### src/rtl/pifo_pop_scheduler.sv
// rtl/pifo_pop_scheduler.sv - credit-based round-robin triggered-pop scheduler for vPIFO subtree RPUs
//
// Root pops add their length as credit to the subtree RPU named by the
// element's tree id. Subtree pop results subtract their length again. At most
// one triggered pop is requested per cycle, and each RPU has at most one
// triggered pop outstanding. RPUs are served round-robin among those with
// positive credit.
//
// Ports:
//   i_clk, i_arst_n        clock, asynchronous active-low reset
//   i_root_pop_valid       root RPU produced an element this cycle
//   i_root_pop_tree_id     tree id of that element (target RPU = id % LEVEL)
//   i_root_pop_len         length of that element (credit to add)
//   i_sub_pop_valid        per-RPU subtree pop result valid (bit 0 ignored)
//   i_sub_pop_len          per-RPU result length, RPU i at [i*PLW +: PLW]
//   i_pop_ready            PIFO can accept a triggered pop
//   o_pop_valid            triggered pop request
//   o_pop_rpu_id           target RPU / tree id of the request
//   o_idle                 nothing outstanding and no positive credit
//   o_err                  sticky protocol error
module pifo_pop_scheduler #(
    parameter int LEVEL    = 4,
    parameter int TREE_NUM = 4,
    parameter int PLW      = 4,
    parameter int CDW      = 16,
    localparam int TREE_NUM_BITS = $clog2(TREE_NUM),
    localparam int LEVEL_BITS    = $clog2(LEVEL)
) (
    input  logic                     i_clk,
    input  logic                     i_arst_n,
    input  logic                     i_root_pop_valid,
    input  logic [TREE_NUM_BITS-1:0] i_root_pop_tree_id,
    input  logic [PLW-1:0]           i_root_pop_len,
    input  logic [LEVEL-1:0]         i_sub_pop_valid,
    input  logic [LEVEL*PLW-1:0]     i_sub_pop_len,
    input  logic                     i_pop_ready,
    output logic                     o_pop_valid,
    output logic [LEVEL_BITS-1:0]    o_pop_rpu_id,
    output logic                     o_idle,
    output logic                     o_err
);

    // Credit arithmetic runs two bits wider than the stored credit so that
    // credit + add - sub can never wrap before the saturation clamp.
    localparam logic signed [CDW+1:0] CRED_MAX  = {3'b000, {(CDW-1){1'b1}}};
    localparam logic signed [CDW+1:0] CRED_MIN  = {3'b111, {(CDW-1){1'b0}}};
    localparam logic signed [CDW-1:0] CRED_ZERO = '0;
    // RPU 0 is the root: it never receives credit and its results are ignored.
    localparam logic [LEVEL-1:0]      SUB_MASK  = {{(LEVEL-1){1'b1}}, 1'b0};

    logic signed [CDW-1:0]  credit_q [LEVEL];
    logic signed [CDW-1:0]  credit_d [LEVEL];
    logic [LEVEL-1:0]       outst_q, outst_d;
    logic [LEVEL_BITS-1:0]  rr_ptr_q, rr_ptr_d;
    logic                   err_q, err_d;

    int                     root_tgt;
    logic [LEVEL-1:0]       elig;
    logic                   found_hi, found_lo;
    logic [LEVEL_BITS-1:0]  idx_hi, idx_lo;
    logic                   grant_found;
    logic [LEVEL_BITS-1:0]  grant_idx;
    logic                   pop_accept;
    logic                   spurious;
    logic                   idle;

    logic signed [CDW+1:0]  add_ext, sub_ext, sum;

    logic                   unused_rpu0;
    assign unused_rpu0 = ^{i_sub_pop_valid[0], i_sub_pop_len[PLW-1:0]};

    assign root_tgt = int'(i_root_pop_tree_id) % LEVEL;

    // Eligibility looks only at registered state, so new credit or a
    // completion becomes visible to the arbiter one cycle later.
    always_comb begin
        elig = '0;
        for (int i = 1; i < LEVEL; i++) begin
            elig[i] = (credit_q[i] > CRED_ZERO) && !outst_q[i];
        end
    end

    // Round-robin: the first eligible RPU at or above rr_ptr wins; if none,
    // the first eligible RPU below rr_ptr (wrap-around, skipping RPU 0).
    always_comb begin
        found_hi = 1'b0;
        found_lo = 1'b0;
        idx_hi   = '0;
        idx_lo   = '0;
        for (int i = 1; i < LEVEL; i++) begin
            if (elig[i]) begin
                if (i >= int'(rr_ptr_q)) begin
                    if (!found_hi) begin
                        found_hi = 1'b1;
                        idx_hi   = LEVEL_BITS'(i);
                    end
                end else begin
                    if (!found_lo) begin
                        found_lo = 1'b1;
                        idx_lo   = LEVEL_BITS'(i);
                    end
                end
            end
        end
        grant_found = found_hi || found_lo;
        grant_idx   = found_hi ? idx_hi : (found_lo ? idx_lo : '0);
    end

    assign pop_accept = grant_found && i_pop_ready;

    // Saturating credit update; a root add and a completion in the same
    // cycle on the same RPU are both applied.
    always_comb begin
        add_ext     = '0;
        sub_ext     = '0;
        sum         = '0;
        credit_d[0] = '0;
        for (int i = 1; i < LEVEL; i++) begin
            add_ext = (i_root_pop_valid && (root_tgt == i))
                    ? (CDW+2)'(i_root_pop_len) : '0;
            sub_ext = i_sub_pop_valid[i]
                    ? (CDW+2)'(i_sub_pop_len[i*PLW +: PLW]) : '0;
            sum     = (CDW+2)'(credit_q[i]) + add_ext - sub_ext;
            if (sum > CRED_MAX) begin
                credit_d[i] = CRED_MAX[CDW-1:0];
            end else if (sum < CRED_MIN) begin
                credit_d[i] = CRED_MIN[CDW-1:0];
            end else begin
                credit_d[i] = sum[CDW-1:0];
            end
        end
    end

    // Completions clear outstanding; a granted pop sets it. The grant cannot
    // target an RPU with a legitimate completion since it requires !outst.
    always_comb begin
        outst_d    = outst_q & ~i_sub_pop_valid;
        outst_d[0] = 1'b0;
        if (pop_accept) begin
            outst_d[grant_idx] = 1'b1;
        end
    end

    always_comb begin
        rr_ptr_d = rr_ptr_q;
        if (pop_accept) begin
            rr_ptr_d = (grant_idx == LEVEL_BITS'(LEVEL - 1))
                     ? LEVEL_BITS'(1) : grant_idx + 1'b1;
        end
    end

    // Errors: a root element mapped to the root itself, or a result for an
    // RPU that had no triggered pop in flight.
    assign spurious = |(i_sub_pop_valid & ~outst_q & SUB_MASK);
    assign err_d    = err_q | spurious | (i_root_pop_valid && (root_tgt == 0));

    always_comb begin
        idle = (outst_q == '0);
        for (int i = 1; i < LEVEL; i++) begin
            if (credit_q[i] > CRED_ZERO) begin
                idle = 1'b0;
            end
        end
    end

    always_ff @(posedge i_clk or negedge i_arst_n) begin
        if (!i_arst_n) begin
            for (int i = 0; i < LEVEL; i++) begin
                credit_q[i] <= '0;
            end
            outst_q  <= '0;
            rr_ptr_q <= LEVEL_BITS'(1);
            err_q    <= 1'b0;
        end else begin
            for (int i = 0; i < LEVEL; i++) begin
                credit_q[i] <= credit_d[i];
            end
            outst_q  <= outst_d;
            rr_ptr_q <= rr_ptr_d;
            err_q    <= err_d;
        end
    end

    assign o_pop_valid  = grant_found;
    assign o_pop_rpu_id = grant_idx;
    assign o_idle       = idle;
    assign o_err        = err_q;

endmodule

### config.mk
export PLATFORM = sky130hd
export DESIGN_NAME = pifo_pop_scheduler
export DESIGN_NICKNAME = d
export VERILOG_FILES = /design/src/rtl/pifo_pop_scheduler.sv
export SDC_FILE = /design/constraint.sdc
export NUM_CORES = 1
export LEC_CHECK = 0
export BUFFER_PORTS_ARGS = -buffer_cell sky130_fd_sc_hd__buf_2
export CAP_MARGIN = 20
export CORE_UTILIZATION = 38
export CTS_CLUSTER_SIZE = 40
export DETAILED_ROUTE_END_ITERATION = 16
export PLACE_DENSITY = 0.67
export SYNTH_ARGS = -nofsm -noshare
export SYNTH_HDL_FRONTEND = slang
export SYNTH_SLANG_ARGS = --single-unit
### constraint.sdc
create_clock -name i_clk -period 3.1 [get_ports i_clk]
set_input_delay 0.155 -clock i_clk [delete_from_list [all_inputs] [get_ports i_clk]]
set_output_delay 0.155 -clock i_clk [all_outputs]
set_load 0.05 [all_outputs]
==> results.cfg, run 1 <==
[critical_path]
critPathKind = flop to flop
end_kind = flop
worstPathRequired_ns = 3.27
worst-path-buf-inv = 2
path_delay_family = simple AND/OR/NAND/NOR gates
critPathSlowestCell = fa_1
cp.arrival_ns = 3.26
start_kind = flop
cpPeakStageDelay_ns = 0.52
critPathMaxFanout = 2
worstPathCellList = fa_1, inv_1, fa_2, nand2b_4, a2111oi_4, nor4b_4, buf_4, or4_4, and3_4, a21oi_2, a21oi_1

[synthesis]
synthCells = 622
yosys-top-cells-area = dfrtp_1 25%, ha_1 17%, a21oi_1 7.1%
ys_ff_latch = 55
synth_cell_types = 69
syn_nets = 738
syn_area_per_cell_sq_um = 8.68
synth_edf_count = 0
ys_seq_area_frac = 0.255
synth_top_area_cell = dfrtp_1
syn_area_sq_um = 5400
synthArstFlopShare = 1.00
synth_top_area_frac = 0.250
synth.most_common_cell = inv_1
synth_commonest_cells = 100 x inv_1, 77 x a21oi_1, 74 x ha_1
yosysWarnings = 0
synthFlopType = dfrtp_1

[final_layout]
drive_above_1_share = 0.276
fin_cells = 902
multi_input_area_sq_um = 4040
nNetsFinal = 837
num_antenna_cells = 0
fillCellCount = 1227
layout.area.seq_sq_um = 1380
area_delta_synth_final_pct = 28.0

[detailed_routing]
ant_nets = 0
wl_mm = 13.9
wl_per_cell_microns = 15.4
vias = 4773
drc = 0
dr.pass1.iters = 4
drt_iter0_markers = 287
avgViaCountPerCell = 5.29

[die]
pin_count = 35
die-area_sq_um = 14700
rows = 43
fp.coreArea_sq_um = 13900
die_h_microns = 121
start_util = 0.389
die_x_microns = 121

[cts]
cts_tree = yes
cts_buffer_depth = 2
clkSinkCount = 55
htreeDepth = 2
worstSkewPairLatency_ns = 0.30
cts_buffers = 5
clockRootBuffer = clkbuf_16
clk_pin_slew_worst_paths_ns = 0.08

[global_route]
grt.overflow.total = 0
grt_pass1_wl_mm = 21.8
first_global_vias = 4686
grt_antenna_before_repair = 0
grt_max_degree = 33
grt_util_all_layers = 0.188

[timing]
hold_violations = 0
period_minus_slack_ns = 3.09
rsz0062_at_grt = true
tightestPinTransition_ns = 0.748
fin_crit_sh = 0.997
relSlewSlack = 0.501
fin_skew_ns = 0.0108
setup_violations = 0
fmax_mhz = 323
timing.final.max_slew_violations = 0

[worst_hold_path]
worstHoldPathType = input pin to flop

[run]
maxCapViolCount = 0

[placement]
portBuffers = 29
gp_congestion = 0.903
placed_cells = 871
place_hpwl_mm = 11.0

[status]
status = finished clean
[cell families after synthesis]
family,Yosys count,share of synthesized area
AO/OA/AOI/OAI,201,0.256
XOR/XNOR,41,0.0665
adder cells (fa/ha/maj),86,0.216
buffers and inverters,109,0.0799
flip-flops,55,0.255
AND/OR/NAND/NOR,130,0.127
[worst register-to-register path, delay by kind of cell (launching register included)]
kind	cells	cell delay [ns]
AOI/OAI and AO/OA	3	0.55
and+or+nand+nor	4	0.95
buffers and inverters	2	0.22
DFF	1	0.41
adders and majority gates	2	0.86
[layer usage]
metal / vias up / track usage / share of wire
li1: 2342 / - / -
met1: 2314 / 0.242 / 0.45
met2: 95 / 0.324 / 0.50
met3: 22 / 0.0221 / 0.029
met4: 0 / 0.0640 / 0.026
met5: - / 0 / 0
[metrics by stage]
stage	hold slack [ns]	instance area [sq um]	setup WS, ns	utilization	TNS, ns
final	0.116	6910	0.00799	0.498	0
after global routing	0.134	6910	-0.112	0.498	-2.58
after CTS	0.109	6400	-0.0245	0.461	-0.0245
after detailed placement	0.271	6190	-0.340	0.446	-12.11
after global placement	0.255	6190	-0.244	0.446	-9.28
after floorplan	-0.141	5500	-0.0479	-	-0.528
[final timing paths]
path | startpoint | to | slack [ns] | cells after the start
setup / recovery | credit_q[17] | credit_q[26] | 0.008 | 11
min in group asynchronous | i_arst_n | credit_q[7] | 0.44 | 2
setup reg to reg | credit_q[17] | credit_q[26] | 0.008 | 11
hold reg to reg | rr_ptr_q[0] | rr_ptr_q[0] | 0.51 | 2
max in group asynchronous | i_arst_n | rr_ptr_q[0] | 1.81 | 3
hold / removal | i_pop_ready | outst_q[0] | 0.12 | 2
[registers in the layout, indices dropped and copies added (netlist names)]
register	cells
credit_q	48
o_err	1
rr_ptr_q	2
outst_q	4
[cell type report]
type,count,share of cell area
Tap cell,180,0.0326
Inverter,100,0.0547
Multi-Input combinational cell,460,0.585
Clock buffer,5,0.0181
Timing Repair Buffer,99,0.105
Clock inverter,3,0.00489
Sequential cell,55,0.199
[placed cells by master (no fill, tap or decap), types with 7 or more instances in the layout]
cell	Yosys	final
inv_1	100	93
ha_1	74	66
a21oi_1	77	62
buf_4	3	60
dfrtp_1	54	54
nand2_1	33	31
buf_2	3	27
nor2_1	27	26
o21ai_0	37	24
xnor2_1	24	22
xor2_1	17	16
and2_1	17	15
a21o_1	16	15
a21oi_2	2	15
nand2b_1	13	11
nor2b_1	11	10
o21ai_2	2	9
buf_6	1	9
fa_1	12	8
o21a_1	8	7
[repair_timing]
item	CTS	global route
gates resized for setup	8	89
cloned	0	4
pin swaps	8	38
setup buffers	3	15
hold buffers	1	0
setup endpoints to repair	40	46
endpoints found under the hold margin	31	0
Power of run 1 is left out: the tool's default activity adds up to more than one toggle a clock period on the data nets, which glitch-free logic cannot reach.
==> inputs of run 2 (changes only) <==
Settings changed: HOLD_SLACK_MARGIN from default to 0.03, PLACE_DENSITY 0.67 to default.
==> results.cfg, run 2 (synthesis gave the netlist of run 1 again) <==
[die]
rows = 43
die-area_sq_um = 14700
die_h_microns = 121
start_util = 0.389
die_x_microns = 121
pin_count = 35
fp.coreArea_sq_um = 13900

[timing]
rsz0062_at_grt = true
hold_violations = 0
setup_violations = 14
fin_crit_sh = 1.01
timing.final.max_slew_violations = 0
tightestPinTransition_ns = 0.949
fin_skew_ns = 0.00678
fmax_mhz = 320
relSlewSlack = 0.368
period_minus_slack_ns = 3.13
fin_ws_ns = -0.0275

[critical_path]
start_kind = input pin
cp.arrival_ns = 3.34
critPathKind = input pin to flop
worstPathRequired_ns = 3.32
end_kind = flop
critPathMaxFanout = 6

[final_layout]
top_regs = credit_q: 48 flops, outst_q: 4 flops, rr_ptr_q: 2 flops
area_delta_synth_final_pct = 29.4
largest_reg_flops = 48
fin_cells = 911
layout_commonest_cell = inv_1
num_antenna_cells = 0
drive_above_1_share = 0.282
fillCellCount = 1306
nNetsFinal = 846
top_register = credit_q
mostFrequentLayoutCells = 96 x inv_1, 66 x ha_1, 63 x buf_4

[placement]
gp_congestion = 0.878
placed_cells = 882
portBuffers = 29
place_hpwl_mm = 10.8

[global_route]
first_global_vias = 4780
grt_antenna_before_repair = 0
grt_max_degree = 41
grt.overflow.total = 0
grt_util_all_layers = 0.191
grt_pass1_wl_mm = 22.2

[detailed_routing]
vias = 4745
wl_per_cell_microns = 15.4
ant_nets = 0
dr.pass1.iters = 4
drt_iter0_markers = 211
wl_mm = 14.0
avgViaCountPerCell = 5.21
drc = 0

[cts]
clk_pin_slew_worst_paths_ns = 0.07
cts_tree = yes
clkSinkCount = 55
cts_buffer_depth = 2
worstSkewPairLatency_ns = 0.29
htreeDepth = 2
clockRootBuffer = clkbuf_16
hold_buffers = 0
cts_buffers = 5

[status]
failed_checks = setup timing
status = finished with violations

[worst_hold_path]
worstHoldPathType = input pin to asynchronous set/reset pin

[run]
maxCapViolCount = 0
-- run 2: changes by cell type in the layout (fill, tap and decap cells not counted), moves of 3 or more --
cell,delta
a21oi_2,+7
inv_1,+3
buf_4,+3
buf_6,+7
a21oi_1,-6
-- run 2: worst paths after layout --
| check | start | end | slack [ns] | cells after the start |
|---|---|---|---|---|
| setup / recovery | i_root_pop_tree_id[0] | credit_q[6] | -0.03 | 17 |
| hold / removal | i_arst_n | credit_q[42] | 0.002 | 1 |
| setup reg to reg | credit_q[17] | credit_q[18] | -0.01 | 11 |
| hold reg to reg | rr_ptr_q[0] | rr_ptr_q[0] | 0.51 | 2 |
| max in group asynchronous | i_arst_n | credit_q[19] | 2.31 | 2 |
| min in group i_clk | i_pop_ready | outst_q[0] | 0.13 | 2 |
-- run 2: routing by layer --
metal	up-vias	GRT usage	wire [microns]
li1	2351	-	-
met1	2281	0.242	6240
met2	81	0.335	6980
met3	32	0.0183	335
met4	0	0.0741	482
met5	-	0	0
-- run 2: area by class of cell --
class	instances	area [sq um]	area share
clock buffers	6	129	0.0184
clock inverters	2	12.5	0.00179
inverters	100	375	0.0537
multi-input cells	459	4030	0.577
flip-flops and latches	55	1380	0.197
well taps	180	225	0.0322
repair buffers	109	840	0.120
-- run 2: repair_timing --
action | CTS | global route
setup endpoints to repair | 41 | 46
setup buffers | 11 | 11
gates cloned | 2 | 1
gates resized for setup | 27 | 67
hold endpoints to repair | 0 | 0
pin swaps | 20 | 31
-- run 2: stage by stage --
stage	instance area [sq um]	TNS (ns)	setup slack (ns)	hold slack [ns]	util
global placement	6280	-9.68	-0.333	0.350	0.453
floorplan	5500	-0.528	-0.0479	-0.141	-
CTS	6630	-0.0107	-0.00457	0.0368	0.478
detailed placement	6280	-12.81	-0.374	0.352	0.453
global route	6990	-3.81	-0.154	0.0613	0.504
finish	6990	-0.0926	-0.0275	0.00186	0.504
-- run 2: worst max-delay path, cell delays in order --
cell and delay, ns:
buf_2 0.13, and3_4 0.21, buf_4 0.11, buf_4 0.10, nand2_1 0.08, fa_1 0.49
inv_1 0.06, ha_4 0.28, o211a_1 0.18, a21oi_2 0.08, o31a_1 0.29, o41ai_4 0.39
a211oi_2 0.17, a21o_1 0.22, buf_6 0.12, buf_12 0.13, a21oi_1 0.13
Power of run 2 is left out for the same reason.
==> inputs of run 3 (changes only) <==
Settings changed: HOLD_SLACK_MARGIN 0.03 to 0.1.
==> results.cfg, run 3 (synthesis gave the netlist of run 1 again) <==
[status]
status = finished with violations
failed_checks = setup timing

[timing]
fin_skew_ns = 0.00690
timing.final.max_slew_violations = 0
fmax_mhz = 320
tightestPinTransition_ns = 0.950
setup_violations = 13
hold_violations = 0
relSlewSlack = 0.367
fin_crit_sh = 1.01
fin_ws_ns = -0.0280
rsz0062_at_grt = true
period_minus_slack_ns = 3.13

[cts]
cts_buffers = 5
clk_pin_slew_worst_paths_ns = 0.07
clockRootBuffer = clkbuf_16
worstSkewPairLatency_ns = 0.29
htreeDepth = 2
cts_tree = yes
cts_buffer_depth = 2
clkSinkCount = 55

[detailed_routing]
wl_per_cell_microns = 15.4
drt_iter0_markers = 229
wl_mm = 14.1
avgViaCountPerCell = 5.22
vias = 4757
drc = 0
ant_nets = 0
dr.pass1.iters = 4

[die]
die_x_microns = 121
start_util = 0.389
rows = 43
die_h_microns = 121
pin_count = 35
fp.coreArea_sq_um = 13900
die-area_sq_um = 14700

[critical_path]
worstPathRequired_ns = 3.32
r2r-start = credit_q[17]
critPathMaxFanout = 6
start_kind = input pin
worstPathCellList = buf_2, and3_4, buf_4, buf_4, nand2_1, fa_1, inv_1, ha_4, o211a_1, a21oi_2, o31a_1, o41ai_4, a211oi_2, a21o_1, buf_6, buf_12, a21oi_1
worst-path-buf-inv = 6
r2r_slack_ns = -0.01
end_kind = flop
cpPeakStageDelay_ns = 0.49
crit_top_cell = buf_4
r2r_end = credit_q[26]
path_delay_family = compound AO/OA/AOI/OAI gates
reg2reg_depth = 11
cp.arrival_ns = 3.35
critPathKind = input pin to flop
critPathSlowestCell = fa_1

[global_route]
grt_antenna_before_repair = 0
grt.overflow.total = 0
first_global_vias = 4780
grt_util_all_layers = 0.191
grt_max_degree = 41
grt_pass1_wl_mm = 22.2

[final_layout]
fillCellCount = 1307
nNetsFinal = 847
utilization = 0.504
num_antenna_cells = 0
drive_above_1_share = 0.281
layout.area.seq_sq_um = 1380
layout_commonest_cell = inv_1
fin_cells = 912
top_regs = credit_q: 48 flops, outst_q: 4 flops, rr_ptr_q: 2 flops
multi_input_area_sq_um = 4030
area_delta_synth_final_pct = 29.6
largest_reg_flops = 48
top_register = credit_q
mostFrequentLayoutCells = 96 x inv_1, 66 x ha_1, 63 x buf_4

[run]
maxCapViolCount = 0

[placement]
portBuffers = 29
placed_cells = 882
gp_congestion = 0.878
place_hpwl_mm = 10.8

[worst_hold_path]
hold_end = outst_q[0]
worstHoldPathType = input pin to flop
hold_start = i_pop_ready
hold_depth = 2
run 3: changes by cell type in the layout (fill, tap and decap cells not counted):
cell / delta
dlygate4sd3_1: +1
run 3: cell type report:
class,count,share of cell area
Clock inverter,2,0.00179
Multi-Input combinational cell,459,0.576
Timing Repair Buffer,110,0.121
Tap cell,180,0.0322
Clock buffer,6,0.0184
Sequential cell,55,0.197
Inverter,100,0.0536
run 3: per-layer routing:
metal	part of all wire	track usage	vias up	wire length, microns
li1	-	-	2354	-
met1	0.45	0.242	2287	6260
met2	0.50	0.335	86	6970
met3	0.024	0.0183	30	341
met4	0.034	0.0741	0	478
met5	0	0	-	0
run 3: repair_timing:
item,in CTS,in global routing
setup buffers,11,11
hold buffers,1,0
pin swaps,20,31
cloned,2,1
resized for setup,27,67
endpoints found under the hold margin,38,0
setup endpoints to repair,41,46
run 3: worst max path at each step:
stage	depth (start not counted)	slack [ns]	start	end
2_1_floorplan	14	-0.05	i_root_pop_tree_id[1]	credit_q[27]
3_3_place_gp	14	-0.33	i_root_pop_tree_id[1]	credit_q[5]
3_5_place_dp	14	-0.37	i_root_pop_tree_id[1]	credit_q[11]
4_1_cts	12	-0.005	credit_q[1]	credit_q[5]
5_1_grt	12	-0.15	credit_q[1]	credit_q[0]
6_report	17	-0.03	i_root_pop_tree_id[0]	credit_q[6]
run 3: stage by stage:
stage | TNS (ns) | hold WS [ns] | setup WS (ns) | area [sq um]
after floorplan | -0.528 | -0.141 | -0.0479 | 5500
after global placement | -9.68 | 0.350 | -0.333 | 6280
after detailed placement | -12.81 | 0.352 | -0.374 | 6280
after CTS | -0.0107 | 0.125 | -0.00457 | 6640
after global routing | -3.81 | 0.139 | -0.154 | 7000
final | -0.0875 | 0.132 | -0.0280 | 7000
Power of run 3 is left out for the same reason.
